File: src/rtl/midi_tx_encoder_if.sv
// Handshake and line signals between a MIDI message source and midi_tx_encoder.
interface midi_tx_encoder_if;
    logic       msg_valid;
    logic       msg_ready;
    logic [2:0] msg_type;
    logic [3:0] msg_ch;
    logic [6:0] msg_d1;
    logic [6:0] msg_d2;
    logic       rt_valid;
    logic       rt_ready;
    logic [7:0] rt_data;
    logic       midi_txd;
    logic       tx_busy;
    logic       byte_sent;

    modport master (
        output msg_valid, msg_type, msg_ch, msg_d1, msg_d2, rt_valid, rt_data,
        input  msg_ready, rt_ready, midi_txd, tx_busy, byte_sent
    );

    modport slave (
        input  msg_valid, msg_type, msg_ch, msg_d1, msg_d2, rt_valid, rt_data,
        output msg_ready, rt_ready, midi_txd, tx_busy, byte_sent
    );
endinterface

File: src/rtl/midi_tx_encoder.sv
// MIDI transmit path: channel-voice encoder with running status, realtime byte
// insertion between message bytes, and an 8N1 serialiser at CLK_DIV clocks per bit.
module midi_tx_encoder #(
    parameter int CLK_DIV    = 800,
    parameter int RUN_STATUS = 1
) (
    input  logic             CLOCK_25,
    input  logic             reset,
    midi_tx_encoder_if.slave bus
);
    localparam int DIV_W = (CLK_DIV > 2) ? $clog2(CLK_DIV) : 1;
    localparam logic [DIV_W-1:0] DIV_LAST = DIV_W'(CLK_DIV - 1);

    localparam logic [2:0] E_IDLE   = 3'd0;
    localparam logic [2:0] E_STATUS = 3'd1;
    localparam logic [2:0] E_D1     = 3'd2;
    localparam logic [2:0] E_D2     = 3'd3;
    localparam logic [2:0] E_DROP   = 3'd4;

    localparam logic [1:0] S_IDLE  = 2'd0;
    localparam logic [1:0] S_START = 2'd1;
    localparam logic [1:0] S_DATA  = 2'd2;
    localparam logic [1:0] S_STOP  = 2'd3;

    logic [2:0]       e_state;
    logic [2:0]       m_type;
    logic [3:0]       m_ch;
    logic [6:0]       m_d1;
    logic [6:0]       m_d2;
    logic [7:0]       last_status;
    logic             rt_pending;
    logic [7:0]       rt_byte;
    logic [1:0]       s_state;
    logic [DIV_W-1:0] div_cnt;
    logic [2:0]       bit_cnt;
    logic [7:0]       shift;
    logic             txd_p0;
    logic             sent_p0;

    logic [7:0] status_byte;
    logic [7:0] enc_byte;
    logic [7:0] load_byte;
    logic       bit_end;
    logic       ser_free;
    logic       enc_has;
    logic       rt_load;
    logic       enc_load;
    logic       load;
    logic       msg_acc;
    logic       rt_acc;
    logic       line;

    assign status_byte = {1'b1, m_type, m_ch};
    assign bit_end     = (div_cnt == DIV_LAST);
    // The last stop-bit cycle counts as free so a queued byte follows with no gap.
    assign ser_free    = (s_state == S_IDLE) || (s_state == S_STOP && bit_end);
    assign enc_has     = (e_state == E_STATUS) || (e_state == E_D1) || (e_state == E_D2);
    assign rt_load     = ser_free && rt_pending;
    assign enc_load    = ser_free && !rt_pending && enc_has;
    assign load        = rt_load || enc_load;
    assign load_byte   = rt_pending ? rt_byte : enc_byte;
    assign msg_acc     = bus.msg_valid && bus.msg_ready;
    assign rt_acc      = bus.rt_valid && bus.rt_ready;

    always_comb begin
        enc_byte = {1'b0, m_d1};
        case (e_state)
            E_STATUS: enc_byte = status_byte;
            E_D2:     enc_byte = {1'b0, m_d2};
            default:  enc_byte = {1'b0, m_d1};
        endcase
    end

    always_ff @(posedge CLOCK_25) begin
        if (reset) begin
            e_state     <= E_IDLE;
            last_status <= 8'h00;
        end else begin
            case (e_state)
                E_IDLE: if (msg_acc) begin
                    if (bus.msg_type == 3'd7)
                        e_state <= E_DROP;
                    else if (RUN_STATUS != 0 && {1'b1, bus.msg_type, bus.msg_ch} == last_status)
                        e_state <= E_D1;
                    else
                        e_state <= E_STATUS;
                end
                E_STATUS: if (enc_load) begin
                    e_state     <= E_D1;
                    last_status <= status_byte;
                end
                E_D1: if (enc_load)
                    e_state <= (m_type == 3'd4 || m_type == 3'd5) ? E_IDLE : E_D2;
                E_D2: if (enc_load)
                    e_state <= E_IDLE;
                default: e_state <= E_IDLE;
            endcase
        end
    end

    always_ff @(posedge CLOCK_25) begin
        if (msg_acc) begin
            m_type <= bus.msg_type;
            m_ch   <= bus.msg_ch;
            m_d1   <= bus.msg_d1;
            m_d2   <= bus.msg_d2;
        end
    end

    // Non-realtime values are accepted but never become pending.
    always_ff @(posedge CLOCK_25) begin
        if (reset)
            rt_pending <= 1'b0;
        else if (rt_acc)
            rt_pending <= (bus.rt_data >= 8'hF8);
        else if (rt_load)
            rt_pending <= 1'b0;
    end

    always_ff @(posedge CLOCK_25) begin
        if (rt_acc)
            rt_byte <= bus.rt_data;
    end

    always_comb begin
        line = 1'b1;
        case (s_state)
            S_START: line = 1'b0;
            S_DATA:  line = shift[0];
            default: line = 1'b1;
        endcase
    end

    always_ff @(posedge CLOCK_25) begin
        if (reset) begin
            s_state <= S_IDLE;
            div_cnt <= '0;
            bit_cnt <= 3'd0;
            txd_p0  <= 1'b1;
            sent_p0 <= 1'b0;
        end else begin
            txd_p0  <= line;
            sent_p0 <= (s_state == S_STOP) && bit_end;
            div_cnt <= (s_state == S_IDLE || bit_end) ? '0 : div_cnt + 1'b1;
            case (s_state)
                S_IDLE:  if (load) s_state <= S_START;
                S_START: if (bit_end) begin
                    s_state <= S_DATA;
                    bit_cnt <= 3'd0;
                end
                S_DATA:  if (bit_end) begin
                    bit_cnt <= bit_cnt + 3'd1;
                    if (bit_cnt == 3'd7) s_state <= S_STOP;
                end
                S_STOP:  if (bit_end) s_state <= load ? S_START : S_IDLE;
            endcase
        end
    end

    always_ff @(posedge CLOCK_25) begin
        if (load)
            shift <= load_byte;
        else if (s_state == S_DATA && bit_end)
            shift <= {1'b0, shift[7:1]};
    end

    assign bus.msg_ready = (e_state == E_IDLE);
    assign bus.rt_ready  = !rt_pending;
    assign bus.midi_txd  = txd_p0;
    assign bus.byte_sent = sent_p0;
    assign bus.tx_busy   = (e_state != E_IDLE) || (s_state != S_IDLE) || rt_pending;
endmodule

File: src/flat_wrapper.sv
// flat-port wrapper written by rule: the top's interface ports become plain ports
module midi_tx_encoder_flat 
#(
    parameter int CLK_DIV    = 800,
    parameter int RUN_STATUS = 1
)
  (CLOCK_25, reset, bus_msg_valid, bus_msg_type, bus_msg_ch, bus_msg_d1, bus_msg_d2, bus_rt_valid, bus_rt_data, bus_msg_ready, bus_rt_ready, bus_midi_txd, bus_tx_busy, bus_byte_sent);
  midi_tx_encoder_if bus_i ();
  input  logic CLOCK_25;
  input  logic reset;
  input wire logic [$bits(bus_i.msg_valid)-1:0] bus_msg_valid;
  input wire logic [$bits(bus_i.msg_type)-1:0] bus_msg_type;
  input wire logic [$bits(bus_i.msg_ch)-1:0] bus_msg_ch;
  input wire logic [$bits(bus_i.msg_d1)-1:0] bus_msg_d1;
  input wire logic [$bits(bus_i.msg_d2)-1:0] bus_msg_d2;
  input wire logic [$bits(bus_i.rt_valid)-1:0] bus_rt_valid;
  input wire logic [$bits(bus_i.rt_data)-1:0] bus_rt_data;
  output wire logic [$bits(bus_i.msg_ready)-1:0] bus_msg_ready;
  output wire logic [$bits(bus_i.rt_ready)-1:0] bus_rt_ready;
  output wire logic [$bits(bus_i.midi_txd)-1:0] bus_midi_txd;
  output wire logic [$bits(bus_i.tx_busy)-1:0] bus_tx_busy;
  output wire logic [$bits(bus_i.byte_sent)-1:0] bus_byte_sent;
  assign bus_i.msg_valid = bus_msg_valid;
  assign bus_i.msg_type = bus_msg_type;
  assign bus_i.msg_ch = bus_msg_ch;
  assign bus_i.msg_d1 = bus_msg_d1;
  assign bus_i.msg_d2 = bus_msg_d2;
  assign bus_i.rt_valid = bus_rt_valid;
  assign bus_i.rt_data = bus_rt_data;
  assign bus_msg_ready = bus_i.msg_ready;
  assign bus_rt_ready = bus_i.rt_ready;
  assign bus_midi_txd = bus_i.midi_txd;
  assign bus_tx_busy = bus_i.tx_busy;
  assign bus_byte_sent = bus_i.byte_sent;
  midi_tx_encoder #(.CLK_DIV(CLK_DIV), .RUN_STATUS(RUN_STATUS)) u_core (.CLOCK_25(CLOCK_25), .reset(reset), .bus(bus_i));
endmodule
File: config.mk
export PLATFORM = sky130hd
export DESIGN_NAME = midi_tx_encoder_flat
export DESIGN_NICKNAME = d
export VERILOG_FILES = /design/src/rtl/midi_tx_encoder_if.sv /design/src/rtl/midi_tx_encoder.sv /design/src/flat_wrapper.sv
export SDC_FILE = /design/constraint.sdc
export NUM_CORES = 1
export LEC_CHECK = 0
export CORE_UTILIZATION = 56
export DETAILED_ROUTE_END_ITERATION = 16
export DONT_BUFFER_PORTS = 1
export GPL_TIMING_DRIVEN = 1
export PLACE_DENSITY_LB_ADDON = 0.3
export SYNTH_ARGS = -nofsm -noshare
export SYNTH_HDL_FRONTEND = slang
export SYNTH_SLANG_ARGS = --single-unit
File: constraint.sdc
create_clock -name CLOCK_25 -period 2 [get_ports CLOCK_25]
set_clock_uncertainty 0.05 [all_clocks]
set_input_delay 0.4 -clock CLOCK_25 [delete_from_list [all_inputs] [get_ports CLOCK_25]]
set_output_delay 0.4 -clock CLOCK_25 [all_outputs]
set_load 0.1 [all_outputs]
==> results.sh, run 1 <==
export IMPL_antenna_found_initial=0
export IMPL_vdd_drop_max_v=0.000853
export IMPL_critPathLaunchType="flip-flop"
export IMPL_final_nets=302
export IMPL_vias_per_cell=5.67
export IMPL_dpl_hpwl_um=3430
export IMPL_postCtsHoldBufs=0
export IMPL_syn_nets=289
export IMPL_async_reset_ff_share_pct=0
export IMPL_firstDrtPassIters=4
export IMPL_clkLatencyLatePin_ns=0.34
export IMPL_period_minus_slack_ns=1.91
export IMPL_drt_iter0_markers=77
export IMPL_end_kind="output port"
export IMPL_grt_overflow_total=0
export IMPL_dieWidth_um=74.2
export IMPL_setup_violations=0
export IMPL_rows=25
export IMPL_synthFlopType="edfxtp_1"
export IMPL_gp_congestion=0.790
export IMPL_vias=1894
export IMPL_status="completed"
export IMPL_boundaryPins=38
export IMPL_p_leak_nw=1.14
export IMPL_worstMarginPinSlew_ns=0.427
export IMPL_ys_ff_latch=66
export IMPL_ys_types=50
export IMPL_numCtsBuffers=9
export IMPL_dieHeight_um=74.2
export IMPL_grt_pass1_wl_um=8490
export IMPL_start_util_pct=59.8
export IMPL_final_antenna_net_count=0
export IMPL_placed_cells=315
export IMPL_worst_path_max_fanout=14
export IMPL_drive_above_1_share_pct=16.1
export IMPL_final_cells=334
export IMPL_netlist_area_um2=2920
export IMPL_avgSynthCellArea_um2=11.7
export IMPL_worstHoldPathType="in2reg"
export IMPL_routedWlPerCell_um=15.8
export IMPL_cts_root_buffer="clkbuf_8"
export IMPL_grt_use_total_pct=21.8
export IMPL_clk_pin_slew_ns=0.07
export IMPL_ys_warn_count=0
export IMPL_core_um2=4880
export IMPL_final_hold_violation_count=0
export IMPL_rsz0062_at_grt="no"
export IMPL_cts_num_sinks=66
export IMPL_synth_enable_flop_cells=37
export IMPL_htreeDepth=3
export IMPL_drc_errors=0
export IMPL_grt_max_degree=23
export IMPL_critical_path_class="reg2out"
export IMPL_finalCritPeriodShare_pct=95.6
export IMPL_dieArea_um2=5500
export IMPL_finalMaxSlewViolations=0
export IMPL_whs_ns=0.0656
export IMPL_portBuffers=0
export IMPL_clk_path_buf_depth=2
export IMPL_num_antenna_cells=0
export IMPL_grt_pass1_vias=1783
export IMPL_area_growth_pct=13.1
export IMPL_required_ns=1.55
export IMPL_cts_tree="yes"
export IMPL_fmax_mhz=523
export IMPL_slew_headroom_pct=71.4
export IMPL_yosysSeqAreaShare_pct=58.0
export IMPL_power_density_nw_per_um2=1580
export IMPL_drt_wl_total_um=5270
export IMPL_maxCapViolCount=0
export IMPL_fin_tns_setup_ns=0
export IMPL_cp_arrival_ns=1.46
export IMPL_syn_inst=249
flip-flops by register name, summed over array words and instances (netlist names):
register	flops
u_core.bit_cnt	3
u_core.bus.byte_sent	1
u_core.bus.midi_txd	1
u_core.div_cnt	10
u_core.e_state	3
u_core.last_status	8
u_core.m_ch	4
u_core.m_d1	7
u_core.m_d2	7
u_core.m_type	3
u_core.rt_byte	8
u_core.rt_pending	1
u_core.s_state	2
u_core.shift	8
path summary, 6_finish.rpt:
check,startpoint,endpoint,slack [ns],cells after the start
setup / recovery,u_core.e_state[1],bus_msg_ready,0.09,2
hold / removal,reset,u_core.s_state[0],0.07,1
setup reg to reg,u_core.div_cnt[0],u_core.last_status[1],0.13,8
hold reg to reg,u_core.bit_cnt[1],u_core.bit_cnt[1],0.40,2
per-layer routing:
| layer | up-vias | part of all wire, % | global-route usage [%] |
|---|---|---|---|
| met5 | - | 0 | 0 |
| met4 | 0 | 2.7 | 13.0 |
| met3 | 13 | 6.2 | 7.05 |
| met2 | 61 | 47 | 33.4 |
| met1 | 887 | 44 | 26.9 |
| li1 | 933 | - | - |
power breakdown:
| group | switching [mW] | total, mW | internal [mW] |
|---|---|---|---|
| combinational | 1.15 | 1.99 | 0.844 |
| clock | 0.499 | 1.19 | 0.693 |
| sequential | 0.196 | 2.03 | 1.83 |
| total | 1.84 | 5.22 | 3.37 |
critical path, cell delays in order, from the launching register on:
cell,delay (ns)
dfxtp_2,0.44
nor3_4,0.33
buf_4,0.35
per-stage QoR:
step,setup WS [ns],power [mW],area (um^2),utilization [%]
after floorplan,-0.0998,3.60,2950,-
after global routing,0.0205,5.50,3300,67.6
after detailed placement,0.0734,3.91,3050,62.5
after CTS,0.0606,5.11,3260,66.7
after global placement,0.120,3.87,3050,62.5
final,0.0880,5.22,3300,67.6
logic make-up after synthesis:
family                     share of synthesized area (%)
DFF                                                 58.0
and+or+nand+nor                                     15.0
buffers and inverters                               3.52
AOI/OAI and AO/OA                                   10.3
muxes                                               5.66
adders and majority gates                           3.00
xor gates and xnor gates                            4.50
placed cells by master (no fill, tap or decap), types with 2 or more instances in the layout:
master     synthesis  final
edfxtp_1          37     37
nor2_1            33     33
dfxtp_1           29     27
mux2i_1           15     15
nand2_1           15     15
a21oi_1           13     13
buf_4              1     10
xnor2_1            9      9
clkbuf_8           0      9
o211ai_1           8      8
inv_1              7      7
o21a_1             7      7
nand3_1            7      6
xor2_1             6      6
nand4_1            5      5
ha_1               7      5
nand2b_1           3      3
and3_1             3      3
nor2b_1            2      2
or3_1              2      2
nor3_1             3      2
nor3b_1            2      2
ha_2               0      2
clkinv_2           0      2
bufinv_16          0      2
buf_12             1      2
dfxtp_2            0      2
timing repair:
action	CTS	global route
setup endpoints to repair	0	22
setup buffers	0	2
resized for setup	0	2
cells in the mapped netlist, types with 2 or more instances:
library cell,number,area (um^2)
a21oi_1,13,65.1
and2_1,2,12.5
and3_1,3,18.8
buf_2,2,10.0
clkbuf_1,5,18.8
dfxtp_1,29,581
edfxtp_1,37,1110
ha_1,7,87.6
inv_1,7,26.3
mux2i_1,15,150
nand2_1,15,56.3
nand2b_1,3,18.8
nand3_1,7,35.0
nand4_1,5,31.3
nor2_1,33,124
nor2b_1,2,12.5
nor3_1,3,15.0
nor3b_1,2,15.0
o211ai_1,8,60.1
o21a_1,7,52.6
or3_1,2,12.5
xnor2_1,9,78.8
xor2_1,6,52.6
cell type report:
class,instances,area [um^2]
Inverter,7,26.3
Timing Repair Buffer,12,115
Sequential cell,66,1690
Fill cell,386,1580
Clock buffer,10,128
Tap cell,67,83.8
Clock inverter,6,81.3
Multi-Input combinational cell,166,1170
Power figures use the tool's default switching activity.
==> run 2: changes to the inputs <==
CAP_MARGIN = 5   (was default)
CELL_PAD_IN_SITES_DETAIL_PLACEMENT = 0   (was default)
CELL_PAD_IN_SITES_GLOBAL_PLACEMENT = 1   (was default)
CORE_UTILIZATION = 45   (was 56)
SETUP_SLACK_MARGIN = 0.2   (was default)
==> run 2 against run 1 <==
Compared with the run above:
- critical path depth increased by 1
- via count increased by 0.69%
- register-to-register slack gained 0.13 ns
- global-route usage is 3.6 points lower
- non-clock buffer count rose by 3
- first-iteration DRC count is 14% lower
- utilization decreased by 11 points
- die area increased by 24%
- fmax increased by 8.5%
- final cell count is 3.6% higher
- clock power grew 15%
- sequential share of layout area shrank 1.8 points
- critical endpoint is now bus_tx_busy
- largest power group is now combinational logic
==> results.sh, run 2 (synthesis gave the netlist of run 1 again) <==
export IMPL_status="completed"
export IMPL_cp_arrival_ns=1.31
export IMPL_portBuffers=0
export IMPL_rows=28
export IMPL_vdd_drop_max_v=0.00112
export IMPL_final_cells=346
export IMPL_end_kind="output port"
export IMPL_drc_errors=0
export IMPL_power_density_nw_per_um2=1600
export IMPL_slew_headroom_pct=72.3
export IMPL_worstMarginPinSlew_ns=0.411
export IMPL_critPathLaunchType="flip-flop"
export IMPL_drt_wl_total_um=5380
export IMPL_fmax_mhz=567
export IMPL_boundaryPins=38
export IMPL_vias_per_cell=5.51
export IMPL_mostFrequentLayoutCell="edfxtp_1"
export IMPL_clk_path_buf_depth=2
export IMPL_cts_num_sinks=66
export IMPL_routedWlPerCell_um=15.6
export IMPL_regMostFlops="u_core.div_cnt"
export IMPL_final_nets=306
export IMPL_period_minus_slack_ns=1.76
export IMPL_cp_top_family="flip-flops"
export IMPL_clkLatencyLatePin_ns=0.35
export IMPL_grt_use_total_pct=18.2
export IMPL_worstHoldPathType="in2reg"
export IMPL_grt_overflow_total=0
export IMPL_grt_pass1_wl_um=8680
export IMPL_path_buf_inv=1
export IMPL_slowest_delay_ns=0.40
export IMPL_setup_violations=0
export IMPL_crit_slowest_cell="dfxtp_1"
export IMPL_drt_iter0_markers=66
export IMPL_dieArea_um2=6810
export IMPL_cts_root_buffer="clkbuf_8"
export IMPL_finalCritPeriodShare_pct=88.1
export IMPL_largest_reg_flops=10
export IMPL_dieHeight_um=82.5
export IMPL_p_leak_nw=1.18
export IMPL_clk_pin_slew_ns=0.08
export IMPL_crit_chain="nor3_4 -> nand3_4 -> buf_12"
export IMPL_worst_path_max_fanout=6
export IMPL_dpl_hpwl_um=3590
export IMPL_vias=1907
export IMPL_grt_max_degree=23
export IMPL_cts_tree="yes"
export IMPL_antenna_found_initial=0
export IMPL_dieWidth_um=82.5
export IMPL_firstDrtPassIters=4
export IMPL_required_ns=1.55
export IMPL_final_antenna_net_count=0
export IMPL_grt_pass1_vias=1781
export IMPL_numCtsBuffers=9
export IMPL_area_growth_pct=18.1
export IMPL_core_um2=6100
export IMPL_fin_util_pct=56.5
export IMPL_num_antenna_cells=0
export IMPL_rsz0062_at_grt="yes"
export IMPL_maxCapViolCount=0
export IMPL_critical_path_class="reg2out"
export IMPL_finalMaxSlewViolations=0
export IMPL_final_hold_violation_count=0
export IMPL_start_util_pct=47.8
export IMPL_gp_congestion=0.753
export IMPL_htreeDepth=3
export IMPL_placed_cells=323
export IMPL_drive_above_1_share_pct=21.8
export IMPL_final_cell_mix="edfxtp_1, nor2_1, dfxtp_1"
==> run 2: changes by cell type in the layout (fill, tap and decap cells not counted), sizes merged <==
cell / delta
buf: +3
bufinv: +1
clkinv: -1
clkinvlp: +1
inv: -1
o21ba: +1
==> run 2: per-stage QoR <==
step | area, um^2 | hold slack, ns | power (mW) | setup TNS (ns) | setup slack, ns
final | 3450 | 0.0419 | 5.51 | 0 | 0.237
after global routing | 3450 | 0.0305 | 5.77 | 0 | 0.161
after CTS | 3390 | 0.0310 | 5.42 | 0 | 0.206
after detailed placement | 3110 | 0.394 | 3.97 | 0 | 0.162
after global placement | 3110 | 0.388 | 3.95 | 0 | 0.217
after floorplan | 3000 | 0.382 | 3.66 | -0.956 | -0.0998
==> run 2: final timing paths <==
check / startpoint / endpoint / slack, ns / cells past startpoint
max reg2reg: u_core.div_cnt[0] / u_core.shift[5] / 0.26 / 6
max: u_core.e_state[2] / bus_tx_busy / 0.24 / 3
min reg2reg: u_core.div_cnt[0] / u_core.div_cnt[0] / 0.39 / 1
min: reset / u_core.s_state[0] / 0.04 / 1
==> run 2: power breakdown <==
| group | internal (mW) | switching [mW] | total (mW) | leakage [nW] |
|---|---|---|---|---|
| registers | 1.84 | 0.166 | 2.01 | 0.592 |
| clock network | 0.832 | 0.537 | 1.37 | 0.117 |
| logic | 0.926 | 1.20 | 2.13 | 0.473 |
| total | 3.60 | 1.91 | 5.51 | 1.18 |
==> run 2: routing by layer <==
metal / part of all wire (%) / GRT usage, %
met5: 0 / 0
met3: 6.3 / 6.92
met4: 2.0 / 8.45
met2: 47 / 27.7
met1: 45 / 22.9
==> run 2: layout make-up <==
cell class	count	area [um^2]
fill	528	2650
multi-input combinational	167	1230
tap	75	93.8
inverter	7	30.0
timing repair buffer	15	141
sequential	66	1710
clock inverter	6	115
clock buffer	10	128
==> run 2: repair_timing <==
| action | 4_1_cts | 5_1_grt |
|---|---|---|
| setup buffers | 2 | 3 |
| pin swaps | 1 | 8 |
| endpoints found under the setup margin | 17 | 19 |
| gates cloned | 1 | 1 |
| hold endpoints to repair | 0 | 0 |
| hold buffers | 0 | 0 |
| gates resized for setup | 6 | 5 |
==> run 2: worst register-to-register path: stages, from the launching register on <==
cell	delay, ns
dfxtp_4	0.37
ha_4	0.14
and4_4	0.25
a41oi_4	0.17
o21ba_4	0.31
o211ai_1	0.10
o21a_1	0.12
